==> src/rtl/cpu_pkg.sv <==
// Shared encodings for the 4-bit-opcode CPU: sequencer states and opcode constants.
// Combinational only; no latency, no flow control.
package cpu_pkg;

   localparam logic [2:0] ST_IDLE   = 3'd0;
   localparam logic [2:0] ST_FETCH  = 3'd1;
   localparam logic [2:0] ST_DECODE = 3'd2;
   localparam logic [2:0] ST_EXEC   = 3'd3;
   localparam logic [2:0] ST_MEM    = 3'd4;
   localparam logic [2:0] ST_WB     = 3'd5;
   localparam logic [2:0] ST_FAULT  = 3'd7;

   typedef enum logic [2:0] {
      S_IDLE   = ST_IDLE,
      S_FETCH  = ST_FETCH,
      S_DECODE = ST_DECODE,
      S_EXEC   = ST_EXEC,
      S_MEM    = ST_MEM,
      S_WB     = ST_WB,
      S_FAULT  = ST_FAULT
   } state_t;

   localparam logic [3:0] OP_NOP = 4'h0;
   localparam logic [3:0] OP_CMP = 4'h5;
   localparam logic [3:0] OP_LD  = 4'h8;
   localparam logic [3:0] OP_ST  = 4'h9;
   localparam logic [3:0] OP_JMP = 4'hA;
   localparam logic [3:0] OP_BEQ = 4'hE;
   localparam logic [3:0] OP_BNE = 4'hF;

   // States that hold a memory request open and are subject to the wait timeout.
   function automatic logic in_wait_state(input state_t s);
      return (s == S_FETCH) || (s == S_MEM);
   endfunction

endpackage

==> src/rtl/mem_wait_timer.sv <==
// Counts consecutive memory-wait cycles; expired is combinational in the cycle the limit is hit.
// One-cycle latency on the count; MAX_WAIT of 0 never expires.
module mem_wait_timer #(
   parameter int MAX_WAIT = 15
) (
   input  logic clk,
   input  logic resetN,
   input  logic clear,
   input  logic count,
   output logic expired
);

   localparam int W = (MAX_WAIT < 2) ? 1 : $clog2(MAX_WAIT + 1);

   logic [W-1:0] cnt;

   always_ff @(posedge clk or negedge resetN) begin
      if (!resetN) begin
         cnt <= '0;
      end else if (clear) begin
         cnt <= '0;
      end else if (count && (cnt != W'(MAX_WAIT))) begin
         cnt <= cnt + 1'b1;
      end
   end

   // Only a cycle that is itself a wait cycle can expire, so memReady on the limit cycle wins.
   assign expired = (MAX_WAIT != 0) && count && (cnt == W'(MAX_WAIT - 1));

endmodule

==> src/rtl/instr_sequencer.sv <==
// Multi-cycle fetch/decode/exec/mem/wb sequencer turning decoder levels into one-cycle datapath strobes.
// 3-5 cycles per instruction plus one per memory wait cycle; stalls on memReady, faults after MAX_WAIT.
module instr_sequencer
   import cpu_pkg::*;
#(
   parameter int MAX_WAIT = 15,
   parameter int CNT_W    = 16
) (
   input  logic             clk,
   input  logic             resetN,
   input  logic             run,
   input  logic [3:0]       opcode,
   input  logic             branch,
   input  logic             jump,
   input  logic             compare,
   input  logic             memRead,
   input  logic             memWrite,
   input  logic             regLoad,
   input  logic             condTrue,
   input  logic             memReady,
   output logic             memReq,
   output logic             memWe,
   output logic             memAddrSel,
   output logic             irLoad,
   output logic             pcInc,
   output logic             pcLoad,
   output logic             aluEn,
   output logic             flagLoad,
   output logic             regWe,
   output logic             instrDone,
   output logic             busy,
   output logic             fault,
   output logic [CNT_W-1:0] instrCount
);

   state_t state, state_nxt;
   logic   retire;
   logic   wait_cnt, wait_clr, expired;

   // Any cycle that is not a stalled FETCH/MEM restarts the consecutive-wait count.
   assign wait_cnt = in_wait_state(state) && !memReady;
   assign wait_clr = !wait_cnt;

   mem_wait_timer #(.MAX_WAIT(MAX_WAIT)) u_wait_timer (
      .clk     (clk),
      .resetN  (resetN),
      .clear   (wait_clr),
      .count   (wait_cnt),
      .expired (expired)
   );

   always_comb begin
      state_nxt  = state;
      retire     = 1'b0;
      memReq     = 1'b0;
      memWe      = 1'b0;
      memAddrSel = 1'b0;
      irLoad     = 1'b0;
      pcInc      = 1'b0;
      pcLoad     = 1'b0;
      aluEn      = 1'b0;
      flagLoad   = 1'b0;
      regWe      = 1'b0;
      case (state)
         S_IDLE: begin
            if (run) state_nxt = S_FETCH;
         end
         S_FETCH: begin
            memReq = 1'b1;
            if (memReady) begin
               irLoad    = 1'b1;
               pcInc     = 1'b1;
               state_nxt = S_DECODE;
            end else if (expired) begin
               state_nxt = S_FAULT;
            end
         end
         S_DECODE: begin
            state_nxt = S_EXEC;
         end
         S_EXEC: begin
            aluEn    = 1'b1;
            flagLoad = compare;
            if (memRead || memWrite) begin
               state_nxt = S_MEM;
            end else if (jump || branch) begin
               pcLoad = (opcode == OP_JMP) || condTrue;
               retire = 1'b1;
            end else if (regLoad) begin
               state_nxt = S_WB;
            end else begin
               retire = 1'b1;
            end
         end
         S_MEM: begin
            memReq     = 1'b1;
            memAddrSel = 1'b1;
            memWe      = memWrite;
            if (memReady) begin
               // Stores retire here even if the decoder also flags regLoad.
               if (memWrite) retire = 1'b1;
               else          state_nxt = S_WB;
            end else if (expired) begin
               state_nxt = S_FAULT;
            end
         end
         S_WB: begin
            regWe  = 1'b1;
            retire = 1'b1;
         end
         S_FAULT: begin
            state_nxt = S_FAULT;
         end
         default: begin
            state_nxt = S_FAULT;
         end
      endcase
      if (retire) state_nxt = run ? S_FETCH : S_IDLE;
   end

   assign instrDone = retire;
   assign busy      = (state != S_IDLE) && (state != S_FAULT);
   assign fault     = (state == S_FAULT);

   always_ff @(posedge clk or negedge resetN) begin
      if (!resetN) begin
         state      <= S_IDLE;
         instrCount <= '0;
      end else begin
         state <= state_nxt;
         if (retire) instrCount <= instrCount + 1'b1;
      end
   end

endmodule

==> config.mk <==
export PLATFORM = sky130hd
export DESIGN_NAME = instr_sequencer
export DESIGN_NICKNAME = d
export VERILOG_FILES = /design/src/rtl/cpu_pkg.sv /design/src/rtl/mem_wait_timer.sv /design/src/rtl/instr_sequencer.sv
export SDC_FILE = /design/constraint.sdc
export NUM_CORES = 1
export LEC_CHECK = 0
export ABC_AREA = 1
export ABC_CLOCK_PERIOD_IN_PS = 2760
export CELL_PAD_IN_SITES_DETAIL_PLACEMENT = 0
export CELL_PAD_IN_SITES_GLOBAL_PLACEMENT = 1
export CORE_UTILIZATION = 36
export CTS_CLUSTER_SIZE = 40
export DETAILED_ROUTE_END_ITERATION = 10
export PLACE_DENSITY_LB_ADDON = 0.1
export SLEW_MARGIN = 20
export SYNTH_ARGS = -nofsm -noshare
export SYNTH_HDL_FRONTEND = slang
export SYNTH_HIERARCHICAL = 1
export SYNTH_SLANG_ARGS = --single-unit
==> constraint.sdc <==
create_clock -name clk -period 2.76 [get_ports clk]
set_input_delay 0.552 -clock clk [delete_from_list [all_inputs] [get_ports clk]]
set_output_delay 0.552 -clock clk [all_outputs]
set_load 0.005 [all_outputs]
==> results of run 1 <==
==> cell families after synthesis <==
| group | count (synthesis) |
|---|---|
| xor gates and xnor gates | 8 |
| AOI/OAI and AO/OA | 19 |
| and+or+nand+nor | 150 |
| adders and majority gates | 3 |
| buffers and inverters | 36 |
| DFF | 23 |
==> final timing paths <==
check / startpoint / to / slack (ns) / cells past startpoint
min: instrCount[15]$_DFFE_PN0P_ / instrCount[15]$_DFFE_PN0P_ / 0.53 / 2
max in group asynchronous: resetN / instrCount[0]$_DFFE_PN0P_ / 1.89 / 2
max: memWrite / pcLoad / 0.14 / 7
max reg2reg: state[1]$_DFFE_PN0P_ / state[1]$_DFFE_PN0P_ / 0.79 / 15
min reg2reg: instrCount[15]$_DFFE_PN0P_ / instrCount[15]$_DFFE_PN0P_ / 0.53 / 2
min in group asynchronous: resetN / instrCount[9]$_DFFE_PN0P_ / 0.64 / 2
==> flip-flops by register name, summed over array words and instances, names as in the netlist <==
register          flops
u_wait_timer/cnt      4
instrCount           16
state                 3
==> synth_stat cells <==
cell type / n
a211oi_1: 1
a21oi_1: 1
a31oi_1: 1
buf_4: 1
buf_6: 2
clkinv_2: 1
dfrtp_1: 23
ha_1: 3
inv_1: 30
inv_2: 2
nand2_1: 82
nand2_2: 2
nand2_8: 1
nand3_1: 15
nand3_2: 2
nand3b_1: 2
nand4_1: 6
nor2_1: 35
nor2_2: 2
nor2_4: 1
nor3_2: 1
o21ai_0: 6
o21ai_1: 9
o21ai_4: 1
or2_2: 1
xnor2_1: 3
xor2_1: 5
==> power by group through the flow <==
stage	clock network, uW	registers (uW)	logic (uW)
CTS	221	508	722
global placement	0	519	722
detailed placement	0	513	719
floorplan	0	497	444
global route	231	521	816
finish	211	508	712
==> metal layers <==
metal / global-route usage, % / vias up / share of wire, %
met1: 23.2 / 685 / 53
met3: 3.29 / 4 / 3.6
met2: 24.3 / 33 / 42
met5: 0 / - / 0
li1: - / 833 / -
met4: 3.83 / 0 / 0.89
==> final cells by class <==
class                   count  area, sq um  share of cell area [%]
clock inverters             1         5.00                   0.236
inverters                  33          125                    5.90
clock buffers               3         41.3                    1.95
multi-input cells         180          877                    41.3
flip-flops and latches     23          576                    27.1
well taps                  50         62.6                    2.95
repair buffers             44          435                    20.5
==> critical path, delay by kind of cell <==
family        cells  cell delay [ns]
buf+inv           3             1.02
simple gates      4             0.49
==> metrics by stage <==
stage / total power (uW) / hold WS [ns]
floorplan: 941 / 0.256
global placement: 1240 / 0.516
detailed placement: 1230 / 0.522
CTS: 1450 / 0.542
global route: 1570 / 0.575
finish: 1430 / 0.532
==> flow_summary.yaml, run 1 <==
pwr:
  share_seq_of_total_power_pct: 35.5
  powerDensity_nw_per_um2: 674
  p_int_uw: 850
  p_leak_uw: 0.000953
  p_sw_share_pct: 40.6
  p_clk_share_pct: 14.8
  max-vdd-ir-drop_mv: 0.450
  p_switching_uw: 581
  pwr-share-comb_pct: 49.7
layout:
  layout_common_cells: "nand2_1, clkdlybuf4s50_1, nor2_1"
  fillers: 431
  layoutNonFillerInstCount: 334
  final_area_sq_um: 2120
  syn_to_final_growth_pct: 32.0
  utilization_pct: 51.2
  final_common_cell: "nand2_1"
  layout.nets: 303
  antenna_cells: 0
  drive_gt1_share_pct: 7.04
setup_path:
  slowest_stage: "clkdlybuf4s50_1"
  cp_data_arrival_time_ns: 2.07
  critPathKind: "input port to output pin"
  worstPathRequired_ns: 2.21
  max_stage_delay_ns: 0.50
  cp_cell_sequence: "clkdlybuf4s50_1 > nor2_1 > inv_1 > nor2_4 > nand2_1 > nor2_1 > clkdlybuf4s50_1"
  cp-end-kind: "output pin"
  cp_max_fo: 3
  cp-start-kind: "input port"
logic_synthesis:
  synth_fa_ha_area_share_pct: 2.33
  synth-compound-area-share_pct: 6.85
  yosys.cell_types.count: 27
  synth_top_cell_area_share_pct: 35.8
  synth_top_family_by_area: "simple AND/OR/NAND/NOR gates"
  synthXorXnorAreaFrac_pct: 4.36
  seq_area_frac_synth_pct: 35.8
  synth_nets: 257
  synth_warnings: 6
  syn_inst: 239
  synth_area_leaders: "dfrtp_1, nand2_1, nor2_1"
  synth_mux_area_share_pct: 0
  ys_ff_latch: 23
  syn-mean-instance-area_sq_um: 6.73
  syn-cell-area_sq_um: 1610
  yosys.area.top_type: "dfrtp_1"
  synth_simple_gate_area_share_pct: 41.0
timing:
  period_minus_slack_ns: 2.62
  skew_ns: 0.00273
  final-hold-violation-count: 0
  max_freq_mhz: 382
  finalSetupTns_ns: 0
  setup-violations-final: 0
  relSlewSlack_pct: 72.2
  timing.final.crit_share_pct: 94.9
  finalMaxSlewViolations: 0
  tightestPinTransition_ns: 0.416
  final_critical_path_setup_slack_ns: 0.142
  rsz0062_at_grt: "false"
place:
  dp_hpwl_mm: 2.64
  port_buffers: 42
  place_ws_ns: 0.139
  dpl_cell_area_sq_um: 2080
  place.gp.congestion: 0.792
  dp_cells: 330
global_route:
  grt.overflow.total: 0
  grt_max_degree: 26
  track_usage_pct: 16.0
  antenna_found_initial: 0
  grt_pass1_vias: 1332
  grt_pass1_wl_mm: 5.75
detailed_routing:
  via_per_inst: 4.66
  vias: 1555
  drcViolationCount: 0
  drt_iter0_markers: 69
  wl_per_cell_um: 10.4
  ant_nets: 0
  totalWireLength_mm: 3.47
  firstDrtPassIters: 4
floorplanning:
  dieArea_sq_um: 4740
  die_w_um: 68.8
  die_h_um: 68.8
  core_sq_um: 4140
  num_rows: 23
  ios: 43
  initial_core_util_pct: 38.8
clock_network:
  cts_inserted_buffers: 3
  cts_resized: 0
  postCtsSetupBuffers: 0
  clockBufferDepth: 2
  clockRootBuffer: "clkbuf_8"
  hold_buffers: 0
  clk_latency_ns: 0.26
  cts_tree: "built"
  cts.sinks: 23
  cts_max_level: 1
  clk_pin_slew_ns: 0.08
min_path:
  hold_path_class: "register to register"
run:
  cap_viol_max_count: 0
status:
  status: "finished, final reports clean"
Note: power is estimated with default switching activity, not from simulation.
==> run 2, diff against run 1 <==
CORE_ASPECT_RATIO = 1.2   (was not set)
==> run 2 against run 1 <==
Total power about the same. Largest cell class unchanged. Combinational power increased by 0.6%. Critical endpoint unchanged. Highest routed layer unchanged. Clock skew rose by 0.0062 ns. Non-clock buffer count is the same. Largest power group unchanged.
==> flow_summary.yaml, run 2 (synthesized netlist as in run 1, its figures left out) <==
clock_network:
  hold_buffers: 0
  cts.sinks: 23
  clockBufferDepth: 2
  clk_pin_slew_ns: 0.08
  clk_latency_ns: 0.26
  cts_resized: 0
  clockRootBuffer: "clkbuf_8"
  cts_max_level: 1
  postCtsSetupBuffers: 0
  cts_inserted_buffers: 3
  cts_tree: "built"
setup_path:
  critPathKind: "input port to output pin"
  cp_data_arrival_time_ns: 2.05
  cp-end-kind: "output pin"
  cp_max_fo: 3
  cp-startpoint: "memWrite"
  worstPathRequired_ns: 2.21
  cp-start-kind: "input port"
  r2r_start: "state[1]$_DFFE_PN0P_"
floorplanning:
  initial_core_util_pct: 37.7
  core_sq_um: 4260
  die_w_um: 63.0
  die_h_um: 75.2
  ios: 43
  dieArea_sq_um: 4740
  num_rows: 26
place:
  port_buffers: 42
  dp_hpwl_mm: 2.78
  place.gp.congestion: 0.754
detailed_routing:
  vias: 1544
  drcViolationCount: 0
  via_per_inst: 4.54
  drt_iter0_markers: 45
  ant_nets: 0
  wl_per_cell_um: 10.5
  totalWireLength_mm: 3.55
  firstDrtPassIters: 6
timing:
  tightestPinTransition_ns: 0.413
  max_freq_mhz: 385
  skew_ns: 0.00896
  finalMaxSlewViolations: 0
  relSlewSlack_pct: 72.4
  rsz0062_at_grt: "false"
  final-hold-violation-count: 0
  period_minus_slack_ns: 2.60
  timing.final.crit_share_pct: 94.2
  finalSetupTns_ns: 0
  setup-violations-final: 0
global_route:
  grt.overflow.total: 0
  track_usage_pct: 15.6
  grt_pass1_vias: 1322
  grt_pass1_wl_mm: 5.82
  antenna_found_initial: 0
  grt_max_degree: 26
layout:
  largest_register_ffs: 16
  largest_register: "instrCount"
  syn_to_final_growth_pct: 32.4
  final_common_cell: "nand2_1"
  antenna_cells: 0
  reg.largest.list: "instrCount: 16 flops, u_wait_timer/cnt: 4 flops, state: 3 flops"
  layout.nets: 303
  drive_gt1_share_pct: 6.69
  layout_common_cells: "nand2_1, clkdlybuf4s50_1, nor2_1"
  utilization_pct: 49.9
min_path:
  hold_path_class: "register to register"
  min_from: "instrCount[9]$_DFFE_PN0P_"
pwr:
  p_leak_uw: 0.000951
  max-vdd-ir-drop_mv: 0.327
  powerDensity_nw_per_um2: 672
run:
  cap_viol_max_count: 0
status:
  status: "finished, final reports clean"
[run 2: changes by cell type in the layout (fill, tap and decap cells not counted), sizes merged]
cell    change
clkinv      -1
clkbuf      +1
[run 2: layer usage]
| layer | track usage [%] | vias to the layer above | routed length (um) |
|---|---|---|---|
| li1 | - | 830 | - |
| met3 | 3.03 | 4 | 101 |
| met2 | 28.2 | 28 | 1740 |
| met4 | 3.88 | 0 | 42 |
| met1 | 19.2 | 682 | 1670 |
| met5 | 0 | - | 0 |
[run 2: through the flow]
stage | cell area [sq um] | setup WS (ns) | hold WS (ns) | power, uW | instances
floorplan | 1610 | 0.928 | 0.256 | 941 | 239
global placement | 2080 | 0.134 | 0.513 | 1250 | 336
detailed placement | 2080 | 0.132 | 0.514 | 1250 | 336
CTS | 2130 | 0.129 | 0.535 | 1460 | 340
global route | 2130 | 0.0327 | 0.577 | 1570 | 340
finish | 2130 | 0.159 | 0.540 | 1430 | 340
[run 2: critical path, stage by stage]
cell,delay (ns)
clkdlybuf4s50_1,0.45
nor2_1,0.16
inv_1,0.08
nor2_4,0.15
nand2_1,0.06
nor2_1,0.09
clkdlybuf4s50_1,0.50
[run 2: cell type report]
class / instances / area (sq um)
multi-input cells: 180 / 877
clock buffers: 4 / 45.0
flip-flops and latches: 23 / 576
repair buffers: 44 / 435
well taps: 56 / 70.1
inverters: 33 / 125
fillers: 452 / 2130
[run 2: final timing paths]
kind / to / slack (ns) / cells past startpoint
setup / recovery: pcLoad / 0.16 / 7
max in group asynchronous: state[1]$_DFFE_PN0P_ / 1.88 / 2
hold / removal: instrCount[9]$_DFFE_PN0P_ / 0.54 / 2
hold reg to reg: instrCount[9]$_DFFE_PN0P_ / 0.54 / 2
min in group asynchronous: instrCount[8]$_DFFE_PN0P_ / 0.64 / 2
setup reg to reg: state[1]$_DFFE_PN0P_ / 0.84 / 15
[run 2: power breakdown]
| group | switching, uW | internal (uW) |
|---|---|---|
| clock | 101 | 103 |
| sequential | 106 | 404 |
| combinational | 371 | 345 |
| total | 578 | 852 |
